### config.mk
export PLATFORM = sky130hd
export DESIGN_NAME = debug_unit_ctrl
export DESIGN_NICKNAME = d
export VERILOG_FILES = /design/src/rtl/debug_unit_ctrl.sv
export SDC_FILE = /design/constraint.sdc
export NUM_CORES = 1
export LEC_CHECK = 0
export CORE_ASPECT_RATIO = 0.8
export CORE_MARGIN = 8
export CORE_UTILIZATION = 40
export CTS_BUF_LIST = sky130_fd_sc_hd__clkbuf_4
export DETAILED_ROUTE_END_ITERATION = 10
export GPL_ROUTABILITY_DRIVEN = 1
export PLACE_DENSITY = 0.74
export SLEW_MARGIN = 20
export SYNTH_ARGS = -nofsm -noshare
export SYNTH_HDL_FRONTEND = slang
export SYNTH_SLANG_ARGS = --single-unit
### constraint.sdc
create_clock -name i_clock -period 2.7 [get_ports i_clock]
set_input_delay 0.405 -clock i_clock [delete_from_list [all_inputs] [get_ports i_clock]]
set_output_delay 0.405 -clock i_clock [all_outputs]
set_load 0.02 [all_outputs]
### src/rtl/debug_unit_ctrl.sv
// debug_unit_ctrl: UART debug controller that loads instruction memory, runs or
// single-steps the CPU, then dumps PC, register file and data memory over UART.
module debug_unit_ctrl #(
  parameter int DATA_WIDTH      = 32,
  parameter int DATA_WIDTH_UART = 8,
  parameter int IMEM_ADDR_W     = 6,
  parameter int NREGS           = 32,
  parameter int NMEM            = 32
) (
  input  logic                       i_clock,
  input  logic                       i_reset,
  input  logic                       i_rx_done,
  input  logic [DATA_WIDTH_UART-1:0] i_rx_data,
  input  logic                       i_tx_done,
  output logic                       o_tx_signal,
  output logic [DATA_WIDTH_UART-1:0] o_tx_data,
  output logic                       o_imem_we,
  output logic [IMEM_ADDR_W-1:0]     o_imem_addr,
  output logic [DATA_WIDTH-1:0]      o_imem_wdata,
  output logic                       o_cpu_enable,
  input  logic                       i_halt,
  input  logic [DATA_WIDTH-1:0]      i_pc,
  output logic [4:0]                 o_reg_addr,
  input  logic [DATA_WIDTH-1:0]      i_reg_data,
  output logic [4:0]                 o_mem_addr,
  input  logic [DATA_WIDTH-1:0]      i_mem_data,
  output logic                       o_busy
);
  localparam int NWORDS = 1 + NREGS + NMEM;
  localparam int WI_W = $clog2(NWORDS);
  localparam int PW = DATA_WIDTH - DATA_WIDTH_UART;
  localparam logic [WI_W-1:0] W_FIRST_MEM = WI_W'(NREGS + 1);
  localparam logic [WI_W-1:0] W_LAST = WI_W'(NWORDS - 1);
  localparam logic [IMEM_ADDR_W-1:0] A_LAST = '1;

  typedef enum logic [2:0] {S_LOAD, S_WAIT_CMD, S_RUN, S_STEP, S_DUMP, S_FINISHED} state_t;

  state_t                  r_state, w_next;
  logic [1:0]              r_byte_cnt;
  logic [PW-1:0]           r_word;
  logic [IMEM_ADDR_W-1:0]  r_imem_addr;
  logic [WI_W-1:0]         r_word_idx;
  logic                    r_halt_seen, r_tx_pending;
  logic [DATA_WIDTH-1:0]   r_pc, w_imem_word, w_dump_word;
  logic                    w_load_we, w_tx_ack, w_last_byte, w_dump_entry, w_dump;

  assign w_dump       = r_state == S_DUMP;
  assign w_imem_word  = {i_rx_data, r_word};
  assign w_load_we    = r_state == S_LOAD && i_rx_done && r_byte_cnt == 2'd3;
  assign w_tx_ack     = w_dump && r_tx_pending && i_tx_done;
  assign w_last_byte  = w_tx_ack && r_byte_cnt == 2'd3 && r_word_idx == W_LAST;
  assign w_dump_entry = (r_state == S_RUN || r_state == S_STEP) && w_next == S_DUMP;
  // Word 0 is the captured PC, then registers, then data memory
  assign w_dump_word  = r_word_idx == '0 ? r_pc : r_word_idx < W_FIRST_MEM ? i_reg_data : i_mem_data;

  always_comb begin
    w_next = r_state;
    case (r_state)
      S_LOAD:     if (w_load_we && (w_imem_word[DATA_WIDTH-1 -: 6] == 6'b111111 || r_imem_addr == A_LAST)) w_next = S_WAIT_CMD;
      S_WAIT_CMD: if (i_rx_done) w_next = i_rx_data == '0 ? S_RUN : i_rx_data == DATA_WIDTH_UART'(1) ? S_STEP : S_WAIT_CMD;
      S_RUN:      if (i_halt) w_next = S_DUMP;
      S_STEP:     w_next = S_DUMP;
      S_DUMP:     if (w_last_byte) w_next = r_halt_seen ? S_FINISHED : S_WAIT_CMD;
      default:    ;
    endcase
  end

  always_ff @(posedge i_clock or negedge i_reset)
    if (!i_reset) begin
      r_state      <= S_LOAD;
      r_byte_cnt   <= '0;
      r_word       <= '0;
      r_imem_addr  <= '0;
      r_word_idx   <= '0;
      r_halt_seen  <= 1'b0;
      r_tx_pending <= 1'b0;
      r_pc         <= '0;
    end else begin
      r_state <= w_next;
      if (w_dump_entry) begin
        r_pc         <= i_pc;
        r_halt_seen  <= i_halt;
        r_byte_cnt   <= '0;
        r_word_idx   <= '0;
        r_tx_pending <= 1'b0;
      end else if (r_state == S_LOAD && i_rx_done) begin
        r_byte_cnt <= r_byte_cnt + 2'd1;
        r_word     <= {i_rx_data, r_word[PW-1:DATA_WIDTH_UART]};
        if (w_load_we && r_imem_addr != A_LAST) r_imem_addr <= r_imem_addr + IMEM_ADDR_W'(1);
      end else if (w_dump) begin
        if (!r_tx_pending) r_tx_pending <= 1'b1;
        else if (i_tx_done) begin
          r_tx_pending <= 1'b0;
          r_byte_cnt   <= r_byte_cnt + 2'd1;
          if (r_byte_cnt == 2'd3) r_word_idx <= r_word_idx + WI_W'(1);
        end
      end
    end

  assign o_tx_signal  = w_dump && !r_tx_pending;
  assign o_tx_data    = w_dump ? w_dump_word[DATA_WIDTH_UART*r_byte_cnt +: DATA_WIDTH_UART] : '0;
  assign o_imem_we    = w_load_we;
  assign o_imem_addr  = r_imem_addr;
  assign o_imem_wdata = w_load_we ? w_imem_word : '0;
  assign o_cpu_enable = (r_state == S_RUN && !i_halt) || r_state == S_STEP;
  assign o_reg_addr   = (w_dump && r_word_idx != '0 && r_word_idx < W_FIRST_MEM) ? 5'(r_word_idx - WI_W'(1)) : '0;
  assign o_mem_addr   = (w_dump && r_word_idx >= W_FIRST_MEM) ? 5'(r_word_idx - W_FIRST_MEM) : '0;
  assign o_busy       = i_reset && r_state != S_WAIT_CMD && r_state != S_FINISHED;
endmodule

== After elaboration in Yosys (flattened, before gate mapping) ==
Cells that the tools add are included.
Word-level totals
  bits of input ports: 109
  logic and storage cells: 98
  bits in registers: 76
Operators by class
  reductions and logical operators: 37
  multiplexer cells: 30
  bitwise operators: 1
  $lt $le $gt $ge: 2
  eq/ne operators: 14
  shift-type cells: 1
  $add $sub $neg: 5
Operators by type and width (number)
  $mux W32: 3
  $mux W7: 6
  $shiftx A32 B6 Y8: 1
  $logic_and A1 B1 Y1: 16
  $mux W3: 5
  $pmux W3 S5: 1
  $mux W2: 7
  $eq A6 B6 Y1 const B: 2
  $mux W5: 2
  $sub A5 B1 Y5 const B: 2
  $reduce_bool A3 Y1: 3
  $eq A8 B1 Y1 const B: 1
  $logic_not A8 Y1: 1
  $mux W8: 1
  $reduce_bool A2 Y1: 4
  $add A7 B1 Y7 const B: 1
  $eq A7 B7 Y1 const B: 1
  $ge A7 B6 Y1 const B: 1
  $logic_not A7 Y1: 1
  $lt A7 B6 Y1 const B: 1
  $reduce_bool A7 Y1: 1
  $add A6 B1 Y6 const B: 1
  $eq A3 B2 Y1 const B: 2
  $eq A3 B3 Y1 const B: 2
  15 further kinds: 24

== Logic depth before layout (Yosys ltp) ==
  depth after elaboration: 11
  gate-level depth with buffers: 8
  gate-level depth less buffers: 6

== Worst setup path before layout ==
OpenSTA, ideal clock, no wires.
  path type: register -> output
  start point: reg r_word_idx[2]
  end point: out o_tx_data[0]
  path buffers: 1
  slack: 520 ps
  arrival time: 1775 ps
  cell stages (with the launch flop): 7
  path through: dfrtp_1 -> buf_6 -> nor3_4 -> nand3_1 -> a211oi_4 -> a221oi_1 -> a211oi_2
On the way
  longest elaborated chain between the ends: 5
  elaborated cells between the ends (all ways): 6
  classes of those cells: order compare (1); shift (1); mux (3); reduce/logical (1)
Ends and longest elaborated chain
  from (decl): RTL line 42  | logic [WI_W-1:0] r_word_idx;
  from (signal assigned): RTL line 95  | if (r_byte_cnt == 2'd3) r_word_idx <= r_word_idx + WI_W'(1);
  $lt A7 B6 Y1: RTL line 54  | assign w_dump_word = r_word_idx == '0 ? r_pc : r_word_idx < W_FIRST_MEM ? i_reg_data : i_mem_data;
  $mux W32: RTL line 54
  $mux W32 (*): RTL line 54
  $shiftx A32 B6 Y8 (*): RTL line 101  | assign o_tx_data = w_dump ? w_dump_word[DATA_WIDTH_UART*r_byte_cnt +: DATA_WIDTH_UART] : '0;
  $mux W8 (*): RTL line 101
  to (decl): RTL line 16  | output logic [DATA_WIDTH_UART-1:0] o_tx_data,
Mark *: on every way between the ends. The rest lies on a longest branch, timed or not.

== Worst setup path in the final report ==
  start point: reg r_state[1]
  end point: out o_tx_signal
On the way
  longest elaborated chain between the ends: 2
Ends and longest elaborated chain
  from (decl): RTL line 38  | state_t r_state, w_next;
  from (signal assigned): RTL line 79  | r_state <= w_next;
  $eq A3 B3 Y1: RTL line 47  | assign w_dump = r_state == S_DUMP;
  $logic_and A1 B1 Y1: RTL line 100  | assign o_tx_signal = w_dump && !r_tx_pending;
  to (decl): RTL line 15  | output logic o_tx_signal,
No other way between the ends.

==> impl_metrics.csv <==
group,metric,value,unit
floorplan,die-area,14700,sq um
setup_path,end_kind,"primary output",
sta,slew_headroom,36.3,%
yosys,synth_edf_count,0,
final_layout,final_cell_mix,"clkdlybuf4s50_1 (116), dfrtp_1 (73), mux2_2 (57)",
sta,postLayoutSetupSlackWorst,0.0483,ns
clock_network,cts_hold_buf,0,
yosys,syn-instance-count,380,
sta,finalCritPeriodShare,98.2,%
sta,finalSetupViolCount,0,
power,p_leak,0.00310,uW
clock_network,htree_levels,3,
routing,ant_nets,0,
yosys,synth_cell_type_count,50,
yosys,synth_area_leaders,"dfrtp_1 (43%), mux2_2 (15%), mux4_2 (5.6%)",
setup_path,start_kind,"flop",
setup_path,cp_data_required_time,2.30,ns
setup_path,path_class,"reg -> out",
placed_design,dp_hpwl,10.2,mm
yosys,synth_top_area_share,43.1,%
setup_path,path_max_fanout,6,
global_routing,grt_max_degree,77,
final_layout,drive_above_1_share,29.3,%
yosys,synth.cell_area,4410,sq um
floorplan,die_height,110,microns
outcome,status,"finished, final reports clean",
routing,viasPerCell,5.23,
final_layout,final_common_cell,"clkdlybuf4s50_1",
sta,rsz0062_at_grt,"true",
clock_network,clk_pin_slew,0.13,ns
sta,hold_viol,0,
yosys,ys_async_sr_fraction,100,%
placed_design,dp_cells,688,
routing,vias,3737,
routing,dr.first_iter.drc_count,207,
power,ir_worst_vdd,0.000387,V
setup_path,crit_arrival,2.25,ns
global_routing,grt_pass1_wl,20.9,mm
placed_design,numPortBuffers,168,
floorplan,core_area,10800,sq um
global_routing,grtUsageTotal,17.8,%
setup_path,crit_family,"buffers and inverters",
yosys,synth_top_cell_by_area,"dfrtp_1",
floorplan,die_w,133,microns
final_layout,area_growth_syn_to_layout,48.9,%
yosys,ys_seq_elements,76,
yosys,synth_flop_cell,"dfrtp_1",
setup_path,path_cells,"buf_4, or3b_4, nor2_1, clkdlybuf4s50_1",
setup_path,cpMaxStageDelayCell,"clkdlybuf4s50_1",
clock_network,cts-root-buf,"clkbuf_4",
clock_network,insertion_delay,0.40,ns
setup_path,reg2reg_depth,7,
clock_network,cts_made_buffers,9,
sta,finalSetupTns,0,ns
sta,fmax,377,MHz
setup_path,critPathMaxStageDelay,0.63,ns
routing,drt_wl_total,13.4,mm
placed_design,pre_cts_slack,-0.0992,ns
floorplan,start_util,40.8,%
power,power_density,546,nW/um^2
routing,wl_per_cell,18.8,microns
sta,slew_violations,0,
final_layout,n_antenna_cell,0,
global_routing,grt-ovfl-total,0,
job,max_cap_viol_count,0,
setup_path,r2r_end,"r_state[2]$_DFF_PN0_",
sta,min_period,2.65,ns
routing,drtPass1Iterations,4,
setup_path,rr_startpoint,"r_byte_cnt[0]$_DFFE_PN0P_",
routing,drc,0,
final_layout,final_nets,680,
global_routing,first_global_vias,3958,
setup_path,reg2reg_slack,0.54,ns
sta,worst_pin_slew,0.955,ns
final_layout,final_cells,714,
sta,finClkSkew,0.0135,ns
yosys,ys_warn_count,0,
yosys,synth_nets,495,
yosys,ys_seq_area_share,43.1,%
clock_network,tritoncts,"done",
placed_design,place.gp.congestion,0.831,
floorplan,top_level_ports,169,
floorplan,placementRows,34,
clock_network,clock-sinks,76,
global_routing,antenna_found_initial,0,
min_path,hold_class,"in -> async",
clock_network,cts_buffer_depth,2,
yosys,avgSynthCellArea,11.6,sq um
setup_path,path_buf_inv,2,
metrics by stage:
| step | hold WS (ns) | instance area (sq um) | utilization (%) | total power, uW |
|---|---|---|---|---|
| after floorplan | 0.109 | 4410 | - | 2270 |
| after global placement | 0.484 | 6370 | 58.9 | 2720 |
| after detailed placement | 0.491 | 6370 | 58.9 | 2780 |
| after CTS | 0.250 | 6530 | 60.5 | 3620 |
| after global routing | 0.287 | 6560 | 60.7 | 3810 |
| final | 0.224 | 6560 | 60.7 | 3580 |
power breakdown:
group          internal, uW  switching (uW)  leakage (uW)
Sequential             1400             255      0.000978
Combinational           687             444       0.00203
Clock                   381             417     0.0000846
registers in the layout, indices dropped and copies added (netlist names):
signal / count
r_state: 3
r_halt_seen: 1
r_pc: 32
r_word: 24
r_tx_pending: 1
r_byte_cnt: 2
r_word_idx: 7
o_imem_addr: 6
timing repair:
item / in CTS / in global routing
setup buffers: 6 / 3
pin swaps: 4 / 2
cloned: 1 / 0
hold endpoints to repair: 0 / 0
gates resized for setup: 82 / 29
setup endpoints to repair: 51 / 18
worst register-to-register path, cell delays in order (launching register included):
cell	delay, ns
dfrtp_4	0.63
ha_1	0.25
buf_12	0.17
nand3_1	0.25
nor2_4	0.21
nand3_1	0.13
o31a_1	0.26
o32a_1	0.17
cell families after synthesis:
family          synth area share, %
fa+ha+maj                      1.70
mux                            23.6
compound gates                 8.94
flops                          43.1
xor+xnor                       2.98
buf+inv                        4.00
simple gates                   15.6
cell type report:
cell class	instances	area, sq um
fillers	879	4240
multi-input cells	268	2360
repair buffers	205	1930
flip-flops and latches	76	1910
well taps	144	180
clock inverters	7	97.6
clock buffers	9	67.6
inverters	5	18.8
worst max-delay path by stage:
stage,start,end,slack [ns],cells after the start
5_1_grt,r_word_idx[3]$_DFFE_PN0P_,o_tx_data[4],-0.03,6
3_5_place_dp,r_word_idx[6]$_DFFE_PN0P_,o_tx_data[4],-0.1,6
6_report,r_state[1]$_DFF_PN0_,o_tx_signal,0.05,4
4_1_cts,r_state[1]$_DFF_PN0_,o_tx_signal,0.006,4
3_3_place_gp,r_word_idx[6]$_DFFE_PN0P_,o_tx_data[3],-0.02,6
2_1_floorplan,r_word_idx[2]$_DFFE_PN0P_,o_tx_data[0],0.52,6
synthesized netlist by cell type (all sizes together), types with 2 or more instances:
cell type  instances
a211oi             9
a21oi              3
a221oi             8
a31oi             10
and2               4
and3              34
buf               21
clkbuf            10
dfrtp             76
ha                 6
inv                5
mux2              58
mux4              16
nand2             17
nand2b             3
nand3              9
nand4              2
nor2              39
nor2b              2
nor3               5
nor4               2
o21ai             11
xnor2              8
xor2               7
layer usage:
layer | wire [microns] | global-route usage [%]
met1 | 5900 | 22.9
met2 | 6570 | 29.5
met3 | 773 | 4.43
met4 | 207 | 5.04
met5 | 0 | 0
No activity file was read; power rests on OpenSTA's default activity.
==> variant (same settings) <==
Register the input `i_mem_data` before use. The logic sees it one clock later. The other inputs are not delayed to match.
--- a/src/rtl/debug_unit_ctrl.sv
+++ b/src/rtl/debug_unit_ctrl.sv
@@ -35,6 +35,12 @@
 
   typedef enum logic [2:0] {S_LOAD, S_WAIT_CMD, S_RUN, S_STEP, S_DUMP, S_FINISHED} state_t;
 
+  logic [DATA_WIDTH-1:0] i_mem_data_q;
+
+  always_ff @(posedge i_clock) begin
+    i_mem_data_q <= i_mem_data;
+  end
+
   state_t                  r_state, w_next;
   logic [1:0]              r_byte_cnt;
   logic [PW-1:0]           r_word;
@@ -51,7 +57,7 @@
   assign w_last_byte  = w_tx_ack && r_byte_cnt == 2'd3 && r_word_idx == W_LAST;
   assign w_dump_entry = (r_state == S_RUN || r_state == S_STEP) && w_next == S_DUMP;
   // Word 0 is the captured PC, then registers, then data memory
-  assign w_dump_word  = r_word_idx == '0 ? r_pc : r_word_idx < W_FIRST_MEM ? i_reg_data : i_mem_data;
+  assign w_dump_word  = r_word_idx == '0 ? r_pc : r_word_idx < W_FIRST_MEM ? i_reg_data : i_mem_data_q;
 
   always_comb begin
     w_next = r_state;
Check against the original RTL: no difference found for any inputs over 10 cycles, from zero or initial values and one cycle with i_reset low; that may be too few to reach the edited logic, so the function may still have changed.
==> variant against the unedited design <==
  * The run now ends with negative setup slack left
  * Area after synthesis increased by 13%
  * Total power increased by 11%
  * Sequential cell count increased by 32
  * Clock skew increased by 0.0068 ns
  * Routed wire length decreased by 0.82%
  * Critical path type unchanged
  * Setup slack got worse by 0.092 ns
  * Cell area increased by 9.6%
==> variant: results (changes against the unedited design) <==
Slew HR=35.6% (-0.66 points); setup slack after layout=-0.0441 ns (-0.0924 ns); DR WL/cell=17.7 µm (-6.2%); P_leak=0.00309 µW (-0.24%); Final HPWL DP=10.4 mm (+1.6%); Commonest cells post-synth=dfrtp_1, mux2_2, nor2_1; CP Max Fanout=9 (+3); Final Skew=0.0203 ns (+0.00681 ns); Layout Nets=693 (+1.9%); DRT iter0 DRCs=199 (-3.9%); # setup viols final=5 (+5); vias in the first global route=3980 (+0.56%); Worst-path clk slew=0.17 ns (+0.04 ns); max incr delay on CP=0.52 ns (-0.11 ns); layout cell share with drive strength beyond 1=34.1% (+4.8 points); biggest regs=i_mem_data_q x32, r_pc x32, r_word x24; GR Util All Layers=16.5% (-1.3 points); violated checks=negative setup slack; placed inst area=0.00700 mm² (+9.9%); first-pass GRT wire length=21.2 mm (+1.3%); M1 GR Usage=18.4% (-4.4 points); Clock Latency Late Sink=0.46 ns (+0.06 ns); fillers=1032 (+17%); CP max-delay cell=mux4_1; Unique masters post-synth=47 (-6.0%); arrival time at the worst endpoint=2.34 ns (+0.09 ns); Via-to-Cell Ratio=4.91 (-6.2%); P_int=2790 µW (+13%); Synth Net Count=508 (+2.6%); VDD IR max=0.266 mV (-31%); gpl congestion=0.852 (+2.6%); status=finished with violations
-- variant: path summary, 6_finish.rpt --
kind / from / slack (ns) / end
max: r_word_idx[4] / -0.04 / o_tx_data[5]
min: i_reset / 0.17 / r_word[9]
max reg2reg: r_byte_cnt[0] / 0.70 / r_state[2]
min reg2reg: r_pc[19] / 0.52 / r_pc[19]
max in group asynchronous: i_reset / 1.86 / r_state[2]
min in group i_clock: i_mem_data[9] / 0.37 / i_mem_data_q[9]
-- variant: final cells by class --
type | count | share of cell area (%)
clock inverters | 7 | 0.887
repair buffers | 198 | 26.2
well taps | 171 | 2.97
flip-flops and latches | 108 | 35.4
multi-input cells | 257 | 33.3
clock buffers | 9 | 0.939
inverters | 4 | 0.243
diodes | 1 | 0.0348
-- variant: per-stage QoR --
stage	setup WS (ns)	setup TNS (ns)	hold slack, ns	instances	utilization [%]
floorplan	0.428	0	0.109	393	-
global placement	0.00970	0	0.482	733	57.3
detailed placement	-0.0303	-0.121	0.488	733	57.3
CTS	-0.103	-0.422	0.190	753	58.5
global route	-0.159	-1.16	0.232	755	59.0
finish	-0.0441	-0.107	0.169	755	59.0
-- variant: kinds of logic after synthesis --
logic type	Yosys count	synth area share [%]
adders and majority gates	6	1.50
and+or+nand+nor	121	13.7
DFF	108	50.9
muxes	86	24.2
xor gates and xnor gates	15	2.63
AOI/OAI and AO/OA	29	3.86
buffers and inverters	28	3.20
-- variant: power groups by stage --
| stage | Clock (µW) | Sequential [µW] | Combinational (µW) |
|---|---|---|---|
| 2_1_floorplan | 0 | 2060 | 703 |
| 3_3_place_gp | 0 | 2100 | 1090 |
| 3_5_place_dp | 0 | 2120 | 1130 |
| 4_1_cts | 828 | 2080 | 1140 |
| 5_1_grt | 903 | 2130 | 1220 |
| 6_report | 783 | 2080 | 1120 |
-- variant: repair_timing --
item / 4_1_cts / 5_1_grt
buffers inserted: 4 / 0
resized for setup: 152 / 45
endpoints found under the setup margin: 51 / 49
pin swaps: 1 / 5
gates cloned: 0 / 1
-- variant: per-layer routing --
| layer | routed length [µm] | vias to the layer above |
|---|---|---|
| met5 | 0 | - |
| met4 | 340 | 0 |
| met3 | 538 | 24 |
| met2 | 7080 | 87 |
| met1 | 5380 | 1836 |
| li1 | - | 1759 |
